===== config.mk =====
export PLATFORM = sky130hd
export DESIGN_NAME = mac_unpack_div
export DESIGN_NICKNAME = d
export VERILOG_FILES = /design/src/rtl/par_parameter.sv /design/src/rtl/div_step.sv /design/src/rtl/mac_unpack_div.sv
export SDC_FILE = /design/constraint.sdc
export NUM_CORES = 1
export LEC_CHECK = 0
export CAP_MARGIN = 20
export CORE_ASPECT_RATIO = 1.1
export CORE_MARGIN = 2
export CORE_UTILIZATION = 53
export DETAILED_ROUTE_END_ITERATION = 8
export GPL_ROUTABILITY_DRIVEN = 0
export GPL_TIMING_DRIVEN = 0
export PLACE_DENSITY = 0.79
export SETUP_SLACK_MARGIN = 0.4
export SYNTH_ARGS = -nofsm -noshare
export SYNTH_HDL_FRONTEND = slang
export SYNTH_SLANG_ARGS = --single-unit
export TNS_END_PERCENT = 30

===== constraint.sdc =====
create_clock -name clk -period 2.6 [get_ports clk]
set_clock_uncertainty 0.05 [all_clocks]
set_input_delay 0.52 -clock clk [delete_from_list [all_inputs] [get_ports clk]]
set_output_delay 0.52 -clock clk [all_outputs]
set_load 0.005 [all_outputs]

===== src/rtl/par_parameter.sv =====
// rtl/par_parameter.sv - shared width parameters and FSM state type for mac_unpack_div
package par_parameter;
    localparam int par   = 7;
    localparam int W     = par + 1;
    localparam int CNT_W = $clog2(W + 1);

    typedef enum logic [1:0] {IDLE, CALC, DONE} div_state_t;
endpackage


===== src/rtl/div_step.sv =====
// rtl/div_step.sv - one restoring-division step: shift in one dividend bit, trial-subtract divisor
module div_step
    import par_parameter::*;
(
    input  logic [W-1:0] rem,
    input  logic         bit_in,
    input  logic [W-1:0] B,
    output logic [W-1:0] rem_next,
    output logic         q_bit
);
    logic [W:0] t;
    logic [W:0] diff;

    // rem < B on entry, so the shifted value fits W+1 bits and the difference fits W bits
    assign t        = {rem, bit_in};
    assign diff     = t - {1'b0, B};
    assign q_bit    = (t >= {1'b0, B});
    assign rem_next = q_bit ? diff[W-1:0] : t[W-1:0];
endmodule


===== src/rtl/mac_unpack_div.sv =====
// rtl/mac_unpack_div.sv - recovers A and C from A*B+C and B with a bit-serial restoring divider
module mac_unpack_div
    import par_parameter::*;
(
    input  logic           clk,
    input  logic           reset,
    input  logic           in_valid,
    output logic           in_ready,
    input  logic [2*W-1:0] DATA_IN,
    input  logic [W-1:0]   B,
    output logic           out_valid,
    input  logic           out_ready,
    output logic [W-1:0]   A_OUT,
    output logic [W-1:0]   C_OUT,
    output logic           div_zero,
    output logic           ovf
);
    div_state_t       state, state_next;
    logic [W-1:0]     rem, q, b_reg;
    logic [CNT_W-1:0] cnt;
    logic [W-1:0]     rem_next;
    logic             q_bit;
    logic             accept, b_zero, hi_ovf, last_step;

    assign accept    = in_valid && in_ready;
    assign b_zero    = (B == '0);
    assign hi_ovf    = (DATA_IN[2*W-1:W] >= B);
    assign last_step = (cnt == CNT_W'(1));

    div_step u_div_step (
        .rem      (rem),
        .bit_in   (q[W-1]),
        .B        (b_reg),
        .rem_next (rem_next),
        .q_bit    (q_bit)
    );

    always_comb begin
        state_next = state;
        in_ready   = 1'b0;
        out_valid  = 1'b0;
        case (state)
            IDLE: begin
                in_ready = !reset;
                if (accept)
                    state_next = (b_zero || hi_ovf) ? DONE : CALC;
            end
            CALC: if (last_step) state_next = DONE;
            DONE: begin
                out_valid = 1'b1;
                if (out_ready) state_next = IDLE;
            end
            default: state_next = IDLE;
        endcase
    end

    always_ff @(posedge clk or posedge reset) begin
        if (reset) begin
            state    <= IDLE;
            rem      <= '0;
            q        <= '0;
            b_reg    <= '0;
            cnt      <= '0;
            A_OUT    <= '0;
            C_OUT    <= '0;
            div_zero <= 1'b0;
            ovf      <= 1'b0;
        end else begin
            state <= state_next;
            case (state)
                IDLE: if (accept) begin
                    div_zero <= 1'b0;
                    ovf      <= 1'b0;
                    b_reg    <= B;
                    rem      <= DATA_IN[2*W-1:W];
                    q        <= DATA_IN[W-1:0];
                    cnt      <= CNT_W'(W);
                    // error results skip CALC and publish the saturated quotient directly
                    if (b_zero) begin
                        div_zero <= 1'b1;
                        A_OUT    <= '1;
                        C_OUT    <= '0;
                    end else if (hi_ovf) begin
                        ovf      <= 1'b1;
                        A_OUT    <= '1;
                        C_OUT    <= '0;
                    end
                end
                CALC: begin
                    rem <= rem_next;
                    q   <= {q[W-2:0], q_bit};
                    cnt <= cnt - CNT_W'(1);
                    if (last_step) begin
                        A_OUT <= {q[W-2:0], q_bit};
                        C_OUT <= rem_next;
                    end
                end
                default: ;
            endcase
        end
    end
endmodule


# Word-level counts from Yosys, hierarchy flattened
# Cells that the tools add are included.
word_totals:
  ff_bits: 48
  input_bits: 28
  output_inout_bits: 20
  wordCells: 57
classes:
  add_sub_neg: 2
  n_reduce_logical: 10
  magnitude_cmp: 2
  n_eq_ne: 7
  muxes: 27
op_table:
  columns: ["cell", "count"]
  rows:
  - ["$mux W8", 11]
  - ["$pmux W8 S2", 4]
  - ["$ge A9 B8 Y1", 1]
  - ["$ge A8 B8 Y1", 1]
  - ["$logic_not A8 Y1", 1]
  - ["$mux W2", 4]
  - ["$pmux W4 S2", 1]
  - ["$sub A8 B8 Y8", 1]
  - ["$ne A2 B2 Y1 const B", 3]
  - ["$pmux W2 S3", 1]
  - ["$mux W1", 5]
  - ["$eq A4 B1 Y1 const B", 1]
  - ["$mux W4", 1]
  - ["$reduce_and A2 Y1", 2]
  - ["$reduce_and A4 Y1", 1]
  - ["$sub A4 B1 Y4 const B", 1]
  - ["$ne A3 B3 Y1 const B", 1]
  - ["$reduce_and A3 Y1", 1]
  - ["$eq A2 B1 Y1 const B", 1]
  - ["$eq A2 B2 Y1 const B", 1]
  - ["$logic_not A2 Y1", 1]
  - ["$reduce_bool A2 Y1", 1]
  - ["$logic_and A1 B1 Y1", 1]
  - ["$logic_not A1 Y1", 1]
  - ["$logic_or A1 B1 Y1", 1]

# Logic depth before layout (Yosys ltp)
depth:
  depth_word: 5
  mapped_depth: 10
  depth_no_buf: 9

# Cells and area by module
# Synthesis repeated with hierarchy kept, for this count alone.
hier_totals:
  hier_cells: 279
  hier_area_um2: 2808.9
modules_own_cells:
  columns: ["mod", "instances", "cells_per_inst", "seq_area_each_um2", "area_per_inst_um2"]
  rows:
  - ["mac_unpack_div", 1, 209, 1201.2, 2297.2]
  - ["div_step", 1, 70, 0.0, 511.7]

# Worst setup path after synthesis
# No wires, ideal clock.
synth_timing:
  kind: "input -> register"
  startpoint: "input port B[2]"
  endpoint: "register C_OUT[7]"
  n_path_buf: 1
  path_stages: 8
  setup_time_ns: 0.125
  t_required_ns: 2.425
  setup_slack_ns: 0.433
  t_arrival_ns: 1.991
  path_cell_list: "inv_1 ha_1 a211oi_1 o21ai_0 a211oi_2 a31o_1 buf_6 mux2_4"
synth_between:
  elab_chain_cells: 4
  elab_cells_between_ends: 7
  classes_between: "order compare: 1; eq/ne: 1; mux: 3; reduce/logical: 2"
synth_lines:
  columns: ["element", "line", "text"]
  rows:
  - ["from (decl)", "mac_unpack_div.sv:10", "input logic [W-1:0] B,"]
  - ["branches (longest 4 deep; another with $ge A8 B8 Y1)", null, null]
  - ["to (signal assigned)", "mac_unpack_div.sv:95", "C_OUT <= rem_next;"]
  - ["to (decl)", "mac_unpack_div.sv:14", "output logic [W-1:0] C_OUT,"]
# Several ways; the timed one is not identified. The select of a mux whose other input is x is not followed.
# A chain may end at the register's enable or synchronous reset.

# Worst setup path in the final report
layout_timing:
  startpoint: "register rem[5]"
  endpoint: "register rem[3]"
layout_between:
  elab_chain_cells: 3
layout_lines:
  columns: ["element", "line", "text"]
  rows:
  - ["from (decl)", "mac_unpack_div.sv:19", "logic [W-1:0] rem, q, b_reg;"]
  - ["from (signal assigned)", "mac_unpack_div.sv:75", "rem <= DATA_IN[2*W-1:W];"]
  - ["from (signal assigned)", "mac_unpack_div.sv:90", "rem <= rem_next;"]
  - ["$ge A9 B8 Y1", "div_step.sv:17", "assign q_bit = (t >= {1'b0, B});"]
  - ["$mux W8", "div_step.sv:18", "assign rem_next = q_bit ? diff[W-1:0] : t[W-1:0];"]
  - ["$pmux W8 S2", "mac_unpack_div.sv:70", "case (state)"]
# No other way between the ends.

==> results.md <==
* Die height at 79.8 um
* GR Util met3 at 0.0492
* Synthesized area per cell at 9.03 sq um
* Vias at 2599
* Post-layout worst setup margin at 0.318 ns
* Number of synthesis warnings at 0
* Longest Clk Path Bufs at 2
* CP max-delay cell: dfrtp_1
* Max_slew headroom at 0.579
* Comb pwr share at 0.669
* Total CTS buffers at 5
* Root buffer cell: clkbuf_8
* Maximum clock rate at between 400 and 500 MHz
* Measured slew at the worst slew-check pin at 0.631 ns
* Pre-CTS WS at -0.289 ns
* Post-Synthesis Cells at between 300 and 400
* Worst-skew pair later-pin latency at ~0.31 ns
* Pre-antenna DRT Iters at 4
* FP Rows at 27
* Final net count at ~430
* Final period util at 0.878
* Top cells by area, synth: dfrtp_1 (43%), ha_1 (8.1%), nand2_1 (8.0%)
* Distinct cells, synth at ~40
* Cells after DPL at 413
* CP startpoint kind: flop
* Max Fanout on Critical Path at 6
* Die Width at roughly 73 um
* CTS H-tree depth at 2
* WS Path Type: flop to flop
* Slew Viols, Final at 0
* Gr busiest metal: met2
* First-pass GRT wire length at around 12000 um
* Core area at a little over 0.005 sq mm
* Flop pwr share at 0.245
* DRC viols at 0
* Crit-path leading delay family: compound AO/OA/AOI/OAI gates
* PortBufs at between 40 and 50
* Clk sinks at 48
* Vias in the first global route at about 2400
* Clock share of power at 0.086
* Static Leakage at ~1.8 nW
* # setup viols final at 0
* PwrDens at between 1000 and 1500 mW/mm^2
* RSZ-0062 raised after global routing: true
* DP HPWL at between 5000 and 6000 um
* Met1 usage at 0.348
* P_int at about 0.0031 W
* Hold Crit Class: flop to flop
* Routing usage on met2 at 0.425
* Ant diodes at 0
* Clk slew on worst S/H paths at 0.09 ns
* Grt ovf at 0
* Antenna viol nets, final at 0
* Worst setup EP type: flop
* Max cap viols at 0
* Largest net degree at the start of global routing at 36
* CTS tree: yes
* I/O pin count at between 40 and 50
* WP data required at 2.71 ns
* Fillers at approximately 350
* DIE AREA at approximately 0.0058 sq mm
* Synth area leader: dfrtp_1
* Total Routed Length at between 7000 and 8000 um
* Outcome: complete, no violations
* Min cycle time layout at 2.28 ns
* Maximum vdd drop at just under 0.7 mV
* Seq/Total Area, Yosys at 0.433
* Avg WL per Cell at roughly 18 um
* Sw Share at 0.436
* Starting Density at 0.551
* Synth Cell Area at about 0.0028 sq mm
* CTS Hold Bufs at 0
* Tot GR Track Use at 0.264
* Initial DRC count at 138
* Layout cells sized above 1 at 0.235
* Switch Pwr at between 0.002 and 0.0025 W
* Finished Layout Cells at 446
* Area delta synth->final at 38.4%
* Final Hold Vio Count at 0
* Vias per inst at 5.83
* Crit path DAT at ~2.4 ns
* Yosys reg bits at 48
* Syn_nets at around 350
* Initial antenna violation count at 0
* Total Power at about 0.0055 W
* Largest stage delay on the critical path at around 0.4 ns
* Worst path bufs/invs at 3
* Yosys top cell area share at 0.433
* Crit path cell chain: ha_1 -> buf_6 -> a21oi_4 -> o221ai_4 -> a21oi_4 -> buf_6 -> buf_4 -> mux2i_2 -> a21oi_1
per-layer routing:
| layer | part of all wire | wire length (um) | up-vias |
|---|---|---|---|
| li1 | - | - | 1206 |
| met1 | 0.41 | 3210 | 1262 |
| met2 | 0.50 | 3910 | 99 |
| met3 | 0.051 | 405 | 32 |
| met4 | 0.042 | 334 | 0 |
| met5 | 0 | 0 | - |
worst register-to-register path, delay by kind of cell, from the launching register on:
kind | cells | cell delay [ns]
adder cells (fa/ha/maj) | 1 | 0.29
buffers and inverters | 3 | 0.44
multiplexers | 1 | 0.28
flip-flops | 1 | 0.40
AO/OA/AOI/OAI | 4 | 0.69
Yosys cell counts:
master	count
and2_1	1
a31o_1	2
mux2i_1	8
xnor2_1	3
nor3_1	3
a211oi_1	4
o221ai_2	1
dfrtp_1	48
fa_1	1
nor2_1	21
or4b_1	1
o21bai_1	1
and3_1	3
buf_6	5
ha_1	18
o21ai_1	9
a32oi_1	1
nor4_1	4
buf_1	1
inv_1	22
mux2_4	1
buf_2	4
nand3_1	8
o21ai_0	25
a21oi_2	2
buf_4	1
nand2_1	59
a211oi_2	2
o211ai_1	2
nand2_4	1
clkbuf_1	4
nor3_4	1
xor2_1	2
a31oi_1	7
a21oi_1	10
nand2b_1	4
a21o_1	5
nor2b_1	6
nand4_1	1
mux2_2	4
or2_1	1
cell families (layout without fill, tap and decap cells):
family	after synthesis	count (layout)	synth area share
buffers and inverters	37	118	0.0668
AO/OA/AOI/OAI	71	71	0.158
AND/OR/NAND/NOR	114	114	0.187
multiplexers	13	13	0.0506
adder cells (fa/ha/maj)	19	19	0.0885
flip-flops	48	48	0.433
XOR/XNOR	5	5	0.0158
placed cells by master, fill, tap and decap left out, types with 4 or more instances in the layout:
master / count
nand2_1: 57
dfrtp_1: 48
clkdlybuf4s50_1: 30
buf_4: 22
o21ai_0: 20
nor2_1: 19
inv_1: 18
o21ai_1: 12
dlygate4sd2_1: 11
ha_1: 9
a21oi_1: 8
nand3_1: 7
a31oi_1: 7
buf_6: 6
clkbuf_8: 6
nor2b_1: 5
a21o_1: 5
a211oi_2: 5
ha_2: 5
clkbuf_1: 4
buf_2: 4
mux2i_1: 4
nand2b_1: 4
mux2i_2: 4
inv_2: 4
ha_4: 4
power by group through the flow:
stage | Combinational [W] | Sequential, W | Clock, W
2_1_floorplan | 0.00186 | 0.00131 | 0
3_3_place_gp | 0.00260 | 0.00133 | 0
3_5_place_dp | 0.00266 | 0.00134 | 0
4_1_cts | 0.00277 | 0.00133 | 0.000475
5_1_grt | 0.00398 | 0.00140 | 0.000512
6_report | 0.00369 | 0.00135 | 0.000475
worst paths after layout:
kind	startpoint	to	slack [ns]	depth (start not counted)
setup / recovery	rem[5]	rem[3]	0.32	9
hold / removal	cnt[3]	cnt[3]	0.44	1
setup reg to reg	rem[5]	rem[3]	0.32	9
hold reg to reg	cnt[3]	cnt[3]	0.44	1
max in group asynchronous	reset	C_OUT[6]	1.50	3
min in group asynchronous	reset	b_reg[3]	0.52	2
cell type report:
| class | instances | area (sq um) | share of cell area |
|---|---|---|---|
| Clock inverter | 2 | 13.8 | 0.00359 |
| Tap cell | 58 | 72.6 | 0.0189 |
| Clock buffer | 6 | 82.6 | 0.0215 |
| Inverter | 22 | 82.6 | 0.0215 |
| Timing Repair Buffer | 73 | 707 | 0.184 |
| Sequential cell | 48 | 1200 | 0.313 |
| Buffer | 15 | 106 | 0.0277 |
| Multi-Input combinational cell | 222 | 1570 | 0.409 |
stage by stage:
step | setup TNS, ns | hold slack [ns] | cell area, sq um | utilization
6_report | 0 | 0.435 | 3840 | 0.762
5_1_grt | 0 | 0.464 | 3840 | 0.762
4_1_cts | 0 | 0.433 | 3580 | 0.711
3_5_place_dp | -3.97 | 0.416 | 3330 | 0.662
3_3_place_gp | -8.53 | 0.412 | 3310 | 0.658
2_1_floorplan | 0 | 0.395 | 2770 | -
timing repair:
action,CTS,global route
cloned,1,1
gates resized for setup,26,45
pin swaps,6,18
endpoints found under the setup margin,24,26
buffers inserted,9,14
(Power assumes the default switching activity.)
